**config.mk**
```make
export PLATFORM = sky130hd
export DESIGN_NAME = inst_fetch_unit
export DESIGN_NICKNAME = d
export VERILOG_FILES = /design/src/rtl/inst_fetch_unit.sv
export SDC_FILE = /design/constraint.sdc
export NUM_CORES = 1
export LEC_CHECK = 0
export CAP_MARGIN = 20
export CELL_PAD_IN_SITES_DETAIL_PLACEMENT = 2
export CELL_PAD_IN_SITES_GLOBAL_PLACEMENT = 2
export CORE_UTILIZATION = 40
export CTS_BUF_LIST = sky130_fd_sc_hd__clkbuf_4
export CTS_CLUSTER_SIZE = 28
export DETAILED_ROUTE_END_ITERATION = 8
export MAX_ROUTING_LAYER = met4
export PLACE_DENSITY = 0.9
export SETUP_SLACK_MARGIN = 0.05
export SYNTH_ARGS = -nofsm -noshare
export SYNTH_HDL_FRONTEND = slang
export SYNTH_SLANG_ARGS = --single-unit
```
**constraint.sdc**
```tcl
create_clock -name clk -period 12.04 [get_ports clk]
set_input_delay 1.806 -clock clk [delete_from_list [all_inputs] [get_ports clk]]
set_output_delay 1.806 -clock clk [all_outputs]
set_load 0.1 [all_outputs]
```
**src/rtl/inst_fetch_unit.sv**
```systemverilog
`default_nettype none
// ============================================================================
//  Module   : inst_fetch_unit
//  Purpose  : RV32I fetch stage. Credit-limited word fetch from a valid/ready
//             memory with in-order responses. Fetched words are buffered in a
//             DEPTH-entry FIFO of {pc, word} for the core. Redirects discard
//             in-flight and buffered wrong-path words.
//  Options  : IFU_STALL_CNT_EN - builds the fetch-starve counter on stall_cnt
//  Revision : 1.0 - initial release
// ============================================================================
module inst_fetch_unit #(
    parameter int          DEPTH    = 4,
    parameter logic [31:0] RESET_PC = 32'h8000_0000
) (
    input  logic        clk,
    input  logic        reset,
    input  logic        redirect_valid,
    input  logic [31:0] redirect_pc,
    output logic [31:0] ist,
    output logic [31:0] ist_pc,
    output logic        ist_valid,
    input  logic        ist_ready,
    output logic        imem_req_valid,
    output logic [31:0] imem_req_addr,
    input  logic        imem_req_ready,
    input  logic        imem_resp_valid,
    input  logic [31:0] imem_resp_data,
    output logic [31:0] stall_cnt
);

    localparam int                 c_PTR_W    = $clog2(DEPTH);
    localparam int                 c_CNT_W    = c_PTR_W + 1;
    localparam logic [c_PTR_W-1:0] c_PTR_ONE  = c_PTR_W'(1);
    localparam logic [c_CNT_W-1:0] c_CNT_ONE  = c_CNT_W'(1);
    localparam logic [c_CNT_W:0]   c_CREDIT   = (c_CNT_W + 1)'(DEPTH);

    logic [31:0]        r_fetch_pc;
    logic [31:0]        r_resp_pc;
    logic [c_CNT_W-1:0] r_outstanding;
    logic [c_CNT_W-1:0] r_drop_cnt;
    logic [c_CNT_W-1:0] r_count;
    logic [c_PTR_W-1:0] r_wr_ptr;
    logic [c_PTR_W-1:0] r_rd_ptr;
    logic [31:0]        r_mem_pc   [DEPTH];
    logic [31:0]        r_mem_word [DEPTH];

    logic [31:0]        w_redirect_base;
    logic [c_CNT_W:0]   w_in_use;
    logic               w_accept;
    logic               w_resp;
    logic               w_push;
    logic               w_pop;
    logic [c_CNT_W-1:0] w_out_next;

    // Masking (rather than slicing) keeps every redirect_pc bit referenced.
    assign w_redirect_base = redirect_pc & 32'hFFFF_FFFC;

    // Buffered plus in-flight words never exceed DEPTH, so every response has a slot.
    assign w_in_use       = {1'b0, r_count} + {1'b0, r_outstanding};
    assign imem_req_valid = !reset && !redirect_valid && (w_in_use < c_CREDIT);
    assign imem_req_addr  = r_fetch_pc;

    assign w_accept  = imem_req_valid && imem_req_ready;
    assign w_resp    = imem_resp_valid && (r_outstanding != '0);
    assign w_push    = w_resp && (r_drop_cnt == '0) && !redirect_valid;
    assign ist_valid = (r_count != '0) && !redirect_valid;
    assign w_pop     = ist_valid && ist_ready;

    assign ist    = r_mem_word[r_rd_ptr];
    assign ist_pc = r_mem_pc[r_rd_ptr];

    always_comb begin
        w_out_next = r_outstanding;
        if (w_accept && !w_resp) begin
            w_out_next = r_outstanding + c_CNT_ONE;
        end else if (!w_accept && w_resp) begin
            w_out_next = r_outstanding - c_CNT_ONE;
        end
    end

    always_ff @(posedge clk or posedge reset) begin
        if (reset) begin
            r_fetch_pc    <= RESET_PC;
            r_resp_pc     <= RESET_PC;
            r_outstanding <= '0;
            r_drop_cnt    <= '0;
            r_count       <= '0;
            r_wr_ptr      <= '0;
            r_rd_ptr      <= '0;
        end else if (redirect_valid) begin
            // Everything still in flight after this cycle belongs to the old path.
            r_fetch_pc    <= w_redirect_base;
            r_resp_pc     <= w_redirect_base;
            r_outstanding <= w_out_next;
            r_drop_cnt    <= w_out_next;
            r_count       <= '0;
            r_wr_ptr      <= '0;
            r_rd_ptr      <= '0;
        end else begin
            r_outstanding <= w_out_next;
            if (w_accept) begin
                r_fetch_pc <= r_fetch_pc + 32'd4;
            end
            if (w_resp) begin
                if (r_drop_cnt != '0) begin
                    r_drop_cnt <= r_drop_cnt - c_CNT_ONE;
                end else begin
                    r_resp_pc <= r_resp_pc + 32'd4;
                end
            end
            if (w_push) begin
                r_wr_ptr <= r_wr_ptr + c_PTR_ONE;
            end
            if (w_pop) begin
                r_rd_ptr <= r_rd_ptr + c_PTR_ONE;
            end
            if (w_push && !w_pop) begin
                r_count <= r_count + c_CNT_ONE;
            end else if (!w_push && w_pop) begin
                r_count <= r_count - c_CNT_ONE;
            end
        end
    end

    always_ff @(posedge clk or posedge reset) begin
        if (reset) begin
            for (int i = 0; i < DEPTH; i++) begin
                r_mem_pc[i]   <= '0;
                r_mem_word[i] <= '0;
            end
        end else if (w_push) begin
            r_mem_pc[r_wr_ptr]   <= r_resp_pc;
            r_mem_word[r_wr_ptr] <= imem_resp_data;
        end
    end

`ifdef IFU_STALL_CNT_EN
    logic [31:0] r_stall_cnt;

    // Counts cycles the core wanted an instruction but none was available.
    always_ff @(posedge clk or posedge reset) begin
        if (reset) begin
            r_stall_cnt <= '0;
        end else if (ist_ready && !ist_valid && !redirect_valid) begin
            r_stall_cnt <= r_stall_cnt + 32'd1;
        end
    end

    assign stall_cnt = r_stall_cnt;
`else
    assign stall_cnt = '0;
`endif

endmodule
`default_nettype wire

```
==> metrics.md, run 1 <==
| Metric | Value |
|---|---|
| Status | finished, final reports clean |
| Most frequent cell after synthesis | dfrtp_1 |
| Deepest clock path buffer count | 3 |
| Die W | 196.4 um |
| Global-route met2 utilization | between 40% and 50% |
| Crit path DAT | 4.22 ns |
| Reg clk slew, reported paths | about 0.070 ns |
| CTS tree | yes |
| Post-synthesis register bit count | 321 |
| Top cell type's share of synthesized area | roughly 53% |
| Top cells by area, synth | dfrtp_1 (53%), mux2_2 (18%), mux4_2 (9.2%) |
| Layout cells sized above 1 | 34.52% |
| Clock Power Share | roughly a fifth |
| Crit start category | input pin |
| Largest net degree at the start of global routing | 102 |
| Top-level I/O count | 200 |
| Flop2flop setup slack | about 8.5 ns |
| WP buf/inv | 5 |
| Worst-margin pin slew | 1.108 ns |
| DIE HEIGHT | 196.4 um |
| Post-Route WL | 44.01 mm |
| Worst r2r src | r_outstanding[1]$_DFF_PP0_ |
| Met1 global-route usage | 27.70% |
| Area growth, synth to finish | 19.95% |
| H-tree depth | 3 |
| Avg Cell Area, Syn | 13.85 um^2 |
| WP data required | 10.23 ns |
| Post-CTS sizing | 0 |
| CP most frequent cell | buf_4 |
| Post-Synthesis Cell Area | 0.01512 mm^2 |
| # port buffers | 161 |
| M3 GR Usage | around 5.7% |
| Final core utilization | 49.20% |
| Yosys top cell by area | dfrtp_1 |
| Clk root buf | clkbuf_4 |
| WL/cell | 23.77 um |
| Number of synthesized flops with an enable pin | 0 |
| Total of max-cap violations | 0 |
| CTS Sinks | 321 |
| Cells on worst reg2reg path | 8 |
| Rel. slew slack | 25.73% |
| Initial antenna violation count | 3 |
| Logic pwr share | a little under half |
| Core ar. | 0.03687 mm^2 |
| GRT Max-Usage Layer | met2 |
| Worst Skew | 0.06122 ns |
| Top_reg_cell synth | dfrtp_1 |
| First-pass GRT wire length | 69.23 mm |
| Cell row count | 70 |
| Starting Density | roughly two fifths |
| Hold Fails Final Rpt | 0 |
| CP Max Fanout | 54 |
| # setup viols final | 0 |
| Post-route minimum period | 6.029 ns |
| Critical R2R Capture | r_mem_pc[57]$_DFFE_PP0P_ |
| Initial detailed-routing violation count | 319 |
| Initial DRT Pass Iterations | 4 |
| NumNets Final | about 1400 |
| Leak Pwr | 8.190 nW |
| HPWL after DPL | 26.54 mm |
| Reg power frac | 31.5% |
| Synth Instances | 1092 |
| GRT Util Overall | 24.27% |
| Clk_lat worst skew | 0.79 ns |
| Synth warnings | 0 |
| Post-synthesis sequential area ratio | 53.13% |
| Internal power | 2.426 mW |
| Total CTS buffers | between 80 and 90 |
| Hold Path End | r_mem_pc[62]$_DFFE_PP0P_ |
| PD cells | 257.5 mW/mm^2 |
| Worst hold path depth | 2 |
| Crit end category | output port |
| Final ANT Viol Nets | 0 |
| TNS Setup | 0 ns |
| Vias per inst | 5.435 |
| CP max stage delay | between 1 and 1.5 ns |
| Unrepaired setup endpoints after global routing | no |
| Netlist cell types | 48 |
| CP Cell Sequence | buf_2 > buf_4 > inv_2 > buf_4 > and3_1 > clkdlybuf4s50_1 |
| Postcts setup bufs | 0 |
| Hold Crit Class | reg2reg |
| Max VDD drop | 0.1088 mV |
| Grt ovf | 0 |
| Routability cong. | 0.7894 |
| Max-slew violations | 0 |
| Vias after detailed routing | around 10000 |
| Highest clock rate | 165.9 MHz |
| Tcrit/Tclk final | 50.08% |
| Critical hold path startpoint | r_mem_pc[62]$_DFFE_PP0P_ |
| DRC errors left | 0 |
| Vias in the first global route | 11890 |
| Total die area | roughly 0.039 mm^2 |
| Net Switching | 2.245 mW |
| Async set-reset flop share out of synthesis | 100.0% |
| CP delay by family, top | buffers and inverters |
| Top cells by count, synth | dfrtp_1 (319), mux2_2 (243), mux4_2 (62), nand2_1 (50), clkbuf_1 (43) |
| Crit Path Category | in2out |
| Crit path max-delay cell type | clkdlybuf4s50_1 |
| Sw Ratio | 48.06% |
| Final Hold Slack | around 0.48 ns |
| Fill cells | 3511 |
| Post-CTS Hold Buffers | 0 |
-- layout by cell type (no fill, tap or decap), types with 7 or more instances in the layout --
master / synthesis / routed
dfrtp_1: 319 / 317
conb_1: 1 / 36
clkinv_1: 0 / 15
clkbuf_4: 0 / 127
nand2_1: 50 / 46
xor2_1: 25 / 25
o21ai_0: 19 / 19
a21oi_1: 17 / 17
nor2_1: 26 / 26
xnor2_1: 32 / 32
ha_1: 13 / 13
and3_1: 13 / 13
nand3_1: 26 / 26
mux2_2: 243 / 243
nor4_1: 8 / 8
nor3_1: 12 / 12
nand4_1: 22 / 22
inv_1: 13 / 12
o211ai_1: 7 / 7
clkdlybuf4s50_1: 0 / 160
mux2_1: 21 / 21
mux4_2: 62 / 62
buf_4: 36 / 9
mux2i_1: 7 / 7
-- registers in the layout (all words and copies together) (netlist names) --
register       cells
r_drop_cnt         3
r_outstanding      3
r_rd_ptr           2
r_count            3
imem_req_addr     30
r_resp_pc         30
r_wr_ptr           2
r_mem_pc         120
r_mem_word       128
-- worst reg2reg max path: cells and delay by family (launching register included) --
kind / cells / cell delay [ns]
simple gates: 3 / 1.58
mux: 1 / 0.62
flops: 1 / 0.43
fa+ha+maj: 2 / 0.41
buf+inv: 2 / 0.31
-- logic make-up (layout without fill, tap and decap cells) --
kind of cell	after synthesis	in the layout	share of synthesized area, %
AO/OA/AOI/OAI	61	61	2.474
buffers and inverters	117	334	3.922
XOR/XNOR	57	57	3.301
other	1	39	0.02480
adder cells (fa/ha/maj)	14	14	1.208
AND/OR/NAND/NOR	188	188	6.586
multiplexers	333	333	29.35
flip-flops	321	321	53.13
-- power by group through the flow --
stage / clock network (mW) / logic (mW) / registers, mW
finish: 0.980 / 2.22 / 1.47
CTS: 1.02 / 2.24 / 1.47
floorplan: 0 / 1.71 / 1.47
global placement: 0 / 2.17 / 1.45
detailed placement: 0 / 2.23 / 1.48
global route: 1.06 / 2.30 / 1.50
-- layer usage --
layer	wire length, um	share of wire [%]
met5	0	0
met3	2107	4.8
met4	1433	3.3
met2	22670	52
met1	17790	40
-- area by class of cell --
| type | instances | area, um^2 | share of cell area (%) |
|---|---|---|---|
| flip-flops and latches | 321 | 8040 | 44.32 |
| diodes | 3 | 7.507 | 0.04139 |
| clock inverters | 23 | 117.6 | 0.6484 |
| inverters | 14 | 60.06 | 0.3311 |
| clock buffers | 127 | 953.4 | 5.256 |
| well taps | 504 | 630.6 | 3.476 |
| repair buffers | 170 | 1674 | 9.229 |
| multi-input cells | 689 | 6656 | 36.69 |
-- metrics by stage --
stage	setup WS, ns	std cells	instance area [um^2]	power, mW
finish	6.011	1851	18140	4.671
global route	5.905	1851	18140	4.861
CTS	5.987	1848	18130	4.730
detailed placement	6.016	1698	17060	3.706
global placement	5.996	1698	17060	3.618
floorplan	1.353	1127	15250	3.176
-- worst max-delay path by stage --
stage,slack [ns],startpoint,endpoint,depth (start not counted)
after floorplan,1.35,reset,imem_req_addr[10]$_DFFE_PP0P_,1
after global placement,6.00,redirect_valid,imem_req_valid,6
after detailed placement,6.02,redirect_valid,imem_req_valid,6
after CTS,5.99,redirect_valid,imem_req_valid,6
after global routing,5.91,redirect_valid,imem_req_valid,6
final,6.01,redirect_valid,imem_req_valid,6
Power figures use the tool's default switching activity.
==> run 2: changes to the inputs <==
- CORE_UTILIZATION: 40 -> 36
- PLACE_DENSITY: 0.9 -> 0.86
- clock period: 12.04 -> 4.8 ns (I/O delays scaled with it)
==> run 2 against run 1 <==
  * The flow now finishes with violations (design-rule violations)
  * Largest power group unchanged
  * Die area is 11% higher
  * Sequential share of layout area is 0.38 points lower
  * Routed wire length is 5.1% lower
  * Critical path depth is 3 lower
  * Count of clock-buffer cells in the layout is 7 higher
  * First-iteration DRC count is 16% higher
  * Critical endpoint is now ist[18]
  * Power grew to 2.5 times the previous value
  * Clock power grew to 2.6 times the previous value
  * Cell area is 0.87% higher
  * Sequential power is 150% higher
  * Final cell count is 1.9% higher
  * Sequential cell count stayed put
==> metrics.md, run 2 (synthesis results as in run 1) <==
| Metric | Value |
|---|---|
| # placed instances | 1735 (+2.2%) |
| Die W | 207.0 um (+5.4%) |
| Total CTS buffers | 90 (+2.3%) |
| Routability cong. | 0.7607 (-3.6%) |
| Initial detailed-routing violation count | 370 (+16%) |
| Critical R2R Capture | r_mem_word[35]$_DFFE_PP0P_ |
| H-tree depth | 3 (unchanged) |
| Total of max-cap violations | 0 (unchanged) |
| Final Hold Slack | 0.4904 ns (+0.005734 ns) |
| Vias in the first global route | 11560 (-2.8%) |
| Cells on worst reg2reg path | 9 (+1) |
| Hold Crit Class | reg2reg |
| Crit path max-delay cell type | clkdlybuf4s50_1 |
| Crit start category | flop |
| Largest net degree at the start of global routing | 120 (+18%) |
| Clk root buf | clkbuf_4 |
| Final ANT Viol Nets | 0 (unchanged) |
| Max reg flops | 128 (unchanged) |
| Top-level I/O count | 200 (unchanged) |
| Top reg by flops | r_mem_word |
| Flop2flop setup slack | 1.57 ns (-6.96 ns) |
| Vias per inst | 5.236 (-3.7%) |
| Failing checks | design-rule violations |
| Hold Fails Final Rpt | 0 (unchanged) |
| Unrepaired setup endpoints after global routing | no |
| Worst-margin pin slew | 1.142 ns (+0.03390 ns) |
| Post-CTS Hold Buffers | 0 (unchanged) |
| Max VDD drop | 0.4270 mV (+290%) |
| Top Registers | r_mem_word: 128 flops, r_mem_pc: 120 flops |
| CP Max Fanout | 32 (-41%) |
| WL/cell | 22.12 um (-7.0%) |
| Reg clk slew, reported paths | 0.05 ns (-0.02 ns) |
| Worst r2r src | r_outstanding[0]$_DFF_PP0_ |
| Fill cells | 4029 (+15%) |
| Post-Route WL | 41.74 mm (-5.1%) |
| Tcrit/Tclk final | 86.14% |
| Crit path from | r_rd_ptr[1]$_DFFE_PP0P_ |
| Most frequent cells in the layout | dfrtp_1 (317), mux2_2 (243), clkdlybuf4s50_1 (156) |
| CP max stage delay | 1.17 ns (+0.03 ns) |
| Crit Path Category | reg2out |
| CTS tree | yes |
| Post-CTS sizing | 0 (unchanged) |
| Cell row count | 74 (+5.7%) |
| CTS Sinks | 321 (unchanged) |
| Deepest clock path buffer count | 3 (unchanged) |
| Grt ovf | 0 (unchanged) |
| Layout cells sized above 1 | 35.52% (+1.0 points) |
| Initial DRT Pass Iterations | 9 (+5) |
| Crit end category | output port |
| Max-slew violations | 0 (unchanged) |
| # setup viols final | 0 (unchanged) |
| Rel. slew slack | 23.64% (-2.1 points) |
| Leak Pwr | 8.245 nW (+0.67%) |
| Worst Skew | 0.06876 ns (+0.007541 ns) |
| Area of the multi-input gates | 0.006636 mm^2 (-0.30%) |
| GRT Util Overall | 20.71% (-3.6 points) |
| Layout Cells excl Fill | 1887 (+1.9%) |
| Area growth, synth to finish | 20.99% |
| DRC errors left | 11 (+11) |
| Postcts setup bufs | 0 (unchanged) |
| First-pass GRT wire length | 66.01 mm (-4.7%) |
| Starting Density | 36.79% (-4.2 points) |
| Status | finished with violations |
| Total die area | 0.04283 mm^2 (+11%) |
| Commonest non-fill, non-tap cell in the layout | dfrtp_1 |
| # port buffers | 161 (unchanged) |
| Setup crit end | ist[18] |
| Reg area | 0.008040 mm^2 (unchanged) |
| WP data required | 4.08 ns (-6.15 ns) |
| NumNets Final | 1379 (+0.80%) |
| Crit path DAT | 3.41 ns (-0.81 ns) |
| Clk_lat worst skew | 0.76 ns (-0.03 ns) |
| PD cells | 641.1 mW/mm^2 (+150%) |
| HPWL after DPL | 26.35 mm (-0.71%) |
| DIE HEIGHT | 207.0 um (+5.4%) |
| Initial antenna violation count | 1 (-2) |
| Core ar. | 0.04111 mm^2 (+11%) |
| Post-route minimum period | 4.135 ns |
| Highest clock rate | between 200 and 250 MHz |
| Vias after detailed routing | 9880 (-1.8%) |
| CP Cell Sequence | buf_12 > mux4_2 > clkdlybuf4s50_1 |
run 2: final cells by class:
cell class,count,share of cell area (%)
diodes,1,0.01368
clock buffers,134,5.498
clock inverters,17,0.5265
inverters,14,0.3077
multi-input cells,689,36.27
flip-flops and latches,321,43.94
well taps,532,3.638
repair buffers,179,9.806
run 2: per-layer routing:
| metal | part of all wire (%) | vias to the layer above | global-route usage, % |
|---|---|---|---|
| met4 | 1.8 | 0 | 6.517 |
| met5 | 0 | - | - |
| met3 | 5.8 | 71 | 4.819 |
| li1 | - | 4332 | - |
| met2 | 51 | 249 | 34.64 |
| met1 | 41 | 5228 | 24.65 |
run 2: worst max-delay path: cells and delay by family (launching register included):
| family | cells | cell delay, ns |
|---|---|---|
| buf+inv | 2 | 1.46 |
| mux | 1 | 0.24 |
| flops | 1 | 0.97 |
run 2: through the flow:
step / setup slack, ns / util [%] / TNS [ns] / power, mW / cell area, um^2
finish: 0.6651 / 44.51 / 0 / 11.73 / 18300
global route: 0.4826 / 44.51 / 0 / 12.27 / 18300
CTS: 0.5411 / 44.50 / 0 / 11.92 / 18300
detailed placement: 1.252 / 41.82 / 0 / 9.309 / 17190
global placement: 1.303 / 41.82 / 0 / 9.126 / 17190
floorplan: -0.1992 / - / -63.53 / 7.968 / 15260
run 2: worst min path at each step:
stage                         startpoint                         to  slack, ns  cells after the start
2_1_floorplan   r_mem_pc[94]$_DFFE_PP0P_   r_mem_pc[94]$_DFFE_PP0P_       0.44                      2
3_3_place_gp    r_mem_pc[62]$_DFFE_PP0P_   r_mem_pc[62]$_DFFE_PP0P_       0.46                      2
3_5_place_dp   r_mem_pc[100]$_DFFE_PP0P_  r_mem_pc[100]$_DFFE_PP0P_       0.48                      1
4_1_cts        r_mem_pc[100]$_DFFE_PP0P_  r_mem_pc[100]$_DFFE_PP0P_       0.49                      1
5_1_grt         r_mem_pc[47]$_DFFE_PP0P_   r_mem_pc[47]$_DFFE_PP0P_       0.51                      1
6_report       r_mem_pc[100]$_DFFE_PP0P_  r_mem_pc[100]$_DFFE_PP0P_       0.49                      1
run 2: where the power goes:
part / switching [mW] / total [mW] / leakage [nW] / internal, mW
clock: 1.19 / 2.51 / 0.666 / 1.32
sequential: 0.401 / 3.62 / 4.21 / 3.22
combinational: 3.93 / 5.60 / 3.37 / 1.66
total: 5.53 / 11.7 / 8.24 / 6.20
==> run 3: changes to the inputs <==
- CTS_CLUSTER_DIAMETER: default -> 40
==> run 3 against run 2 <==
  * Critical path depth stayed put
  * Via count down 2.2%
  * Highest routed layer unchanged
  * Critical endpoint is now ist[25]
  * Non-clock buffer count stayed put
  * Largest power group unchanged
  * Global-route usage down 0.76 points
  * The run still ends with design-rule violations left
==> metrics.md, run 3 (synthesis results as in run 1) <==
| Metric | Value |
|---|---|
| Post-CTS Hold Buffers | 0 (unchanged) |
| WP buf/inv | 2 (unchanged) |
| Deepest clock path buffer count | 3 (unchanged) |
| Final Hold Slack | 0.4992 ns (+0.008830 ns) |
| Worst-margin pin slew | 1.134 ns (-0.007429 ns) |
| Final setup margin | 0.5485 ns (-0.1166 ns) |
| WP data required | 4.08 ns (about the same) |
| CP Cell Sequence | buf_4 > mux4_2 > clkdlybuf4s50_1 |
| # setup viols final | 0 (unchanged) |
| Post-route minimum period | 4.251 ns (+0.1166 ns) |
| Layout Cells excl Fill | 1841 (-2.4%) |
| Top Registers | r_mem_word: 128 flops, r_mem_pc: 120 flops |
| NumNets Final | 1345 (-2.5%) |
| Starting Density | 36.79% (unchanged) |
| TNS Setup | 0 ns (unchanged) |
| Commonest non-fill, non-tap cell in the layout | dfrtp_1 |
| Crit Path Category | reg2out |
| Cells on worst reg2reg path | 9 (unchanged) |
| Total of max-cap violations | 0 (unchanged) |
| Crit start category | flop |
| Failing checks | design-rule violations |
| Core ar. | 0.04111 mm^2 (unchanged) |
| Clk root buf | clkbuf_4 |
| Global-route met2 utilization | 33.10% (-1.5 points) |
| H-tree depth | 2 (-1) |
| Most frequent cells in the layout | dfrtp_1 (317), mux2_2 (243), clkdlybuf4s50_1 (156) |
| Placed Instance Area | 0.01719 mm^2 (unchanged) |
| Vias after detailed routing | 9662 (-2.2%) |
| Leak Pwr | 8.097 nW (-1.8%) |
| DP Worst Slack | 1.252 ns (unchanged) |
| Crit path max-delay cell type | clkdlybuf4s50_1 |
| Vias in the first global route | 10970 (-5.1%) |
| Crit path DAT | 3.53 ns (+0.12 ns) |
| Hold Crit Class | reg2reg |
| CP Max Fanout | 32 (unchanged) |
| Status | finished with violations |
| PD cells | 637.8 mW/mm^2 (-0.52%) |
| Critical path depth in cells | 3 (unchanged) |
| Final instance area | 0.01815 mm^2 (-0.81%) |
| # placed instances | 1735 (unchanged) |
| Max reg flops | 128 (unchanged) |
| Total die area | 0.04283 mm^2 (unchanged) |
| Fill cells | 3999 (-0.74%) |
| Post-CTS sizing | 0 (unchanged) |
| GRT Util Overall | 19.95% (-0.76 points) |
| Initial DRT Pass Iterations | 8 (-1) |
| CP delay by family, top | buffers and inverters |
| Post-Route WL | 40.15 mm (-3.8%) |
| Crit end category | output port |
| Vias per inst | 5.248 (+0.24%) |
| CP max stage delay | 1.15 ns (-0.02 ns) |
| Hold Fails Final Rpt | 0 (unchanged) |
| CTS tree | yes |
| Routability cong. | 0.7607 (unchanged) |
| Met1 global-route usage | 24.39% (-0.26 points) |
| Top-level I/O count | 200 (unchanged) |
| Postcts setup bufs | 0 (unchanged) |
| Max VDD drop | 0.4265 mV (-0.13%) |
| First-pass GRT wire length | 63.54 mm (-3.7%) |
| CTS Sinks | 321 (unchanged) |
| Worst Skew | 0.05453 ns (-0.01424 ns) |
| Area growth, synth to finish | 20.01% |
| HPWL after DPL | 26.35 mm (unchanged) |
| Worst hold path depth | 1 (unchanged) |
| DRC errors left | 11 (unchanged) |
| Initial antenna violation count | 2 (+1) |
| Layout cells sized above 1 | 33.61% (-1.9 points) |
| WL/cell | 21.81 um (-1.4%) |
| Grt ovf | 0 (unchanged) |
| Highest clock rate | 235.2 MHz (-2.7%) |
| M3 GR Usage | 4.254% (-0.57 points) |
| Reg clk slew, reported paths | 0.10 ns (+0.05 ns) |
| # port buffers | 161 (unchanged) |
| Die W | 207.0 um (unchanged) |
| Cell row count | 74 (unchanged) |
| Initial detailed-routing violation count | 354 (-4.3%) |
| Largest net degree at the start of global routing | 120 (unchanged) |
| Total CTS buffers | 56 (-38%) |
| Clk_lat worst skew | 0.83 ns (+0.07 ns) |
| Unrepaired setup endpoints after global routing | no |
| Tcrit/Tclk final | 88.57% (+2.4 points) |
| Rel. slew slack | 24.13% (+0.50 points) |
| Max-slew violations | 0 (unchanged) |
| Top reg by flops | r_mem_word |
| Final ANT Viol Nets | 0 (unchanged) |
| DIE HEIGHT | 207.0 um (unchanged) |
| GRT Max-Usage Layer | met2 |
run 3: per-layer routing:
layer | vias up | routed length (um)
li1 | 4264 | -
met1 | 5093 | 16830
met2 | 236 | 20270
met3 | 69 | 2238
met4 | 0 | 806
met5 | - | 0
run 3: path summary, 6_finish.rpt:
path	start	end	slack [ns]
worst max-delay path	r_rd_ptr[1]$_DFFE_PP0P_	ist[25]	0.55
worst max register to register	r_outstanding[1]$_DFF_PP0_	r_mem_word[46]$_DFFE_PP0P_	1.53
max in group asynchronous	reset	r_mem_word[53]$_DFFE_PP0P_	3.12
min in group asynchronous	reset	imem_req_addr[2]$_DFFE_PP0P_	0.53
worst min-delay path	r_mem_pc[100]$_DFFE_PP0P_	r_mem_pc[100]$_DFFE_PP0P_	0.50
worst min register to register	r_mem_pc[100]$_DFFE_PP0P_	r_mem_pc[100]$_DFFE_PP0P_	0.50
run 3: area by class of cell:
type,instances,area (um^2),share of cell area (%)
clock buffer,61,457.9,2.523
sequential,321,8040,44.30
timing repair buffer,179,1794,9.886
multi-input combinational,689,6636,36.57
tap,532,665.6,3.668
antenna,3,7.507,0.04136
inverter,14,56.30,0.3102
clock inverter,42,490.5,2.703
run 3: stage by stage:
stage / power, mW / util (%)
after floorplan: 7.968 / -
after global placement: 9.126 / 41.82
after detailed placement: 9.309 / 41.82
after CTS: 11.74 / 44.13
after global routing: 12.08 / 44.15
final: 11.58 / 44.15
run 3: where the power goes:
part | internal, mW | leakage [nW] | total [mW] | switching (mW)
Clock | 1.13 | 0.518 | 2.38 | 1.25
Combinational | 1.66 | 3.37 | 5.59 | 3.93
Sequential | 3.21 | 4.21 | 3.61 | 0.392
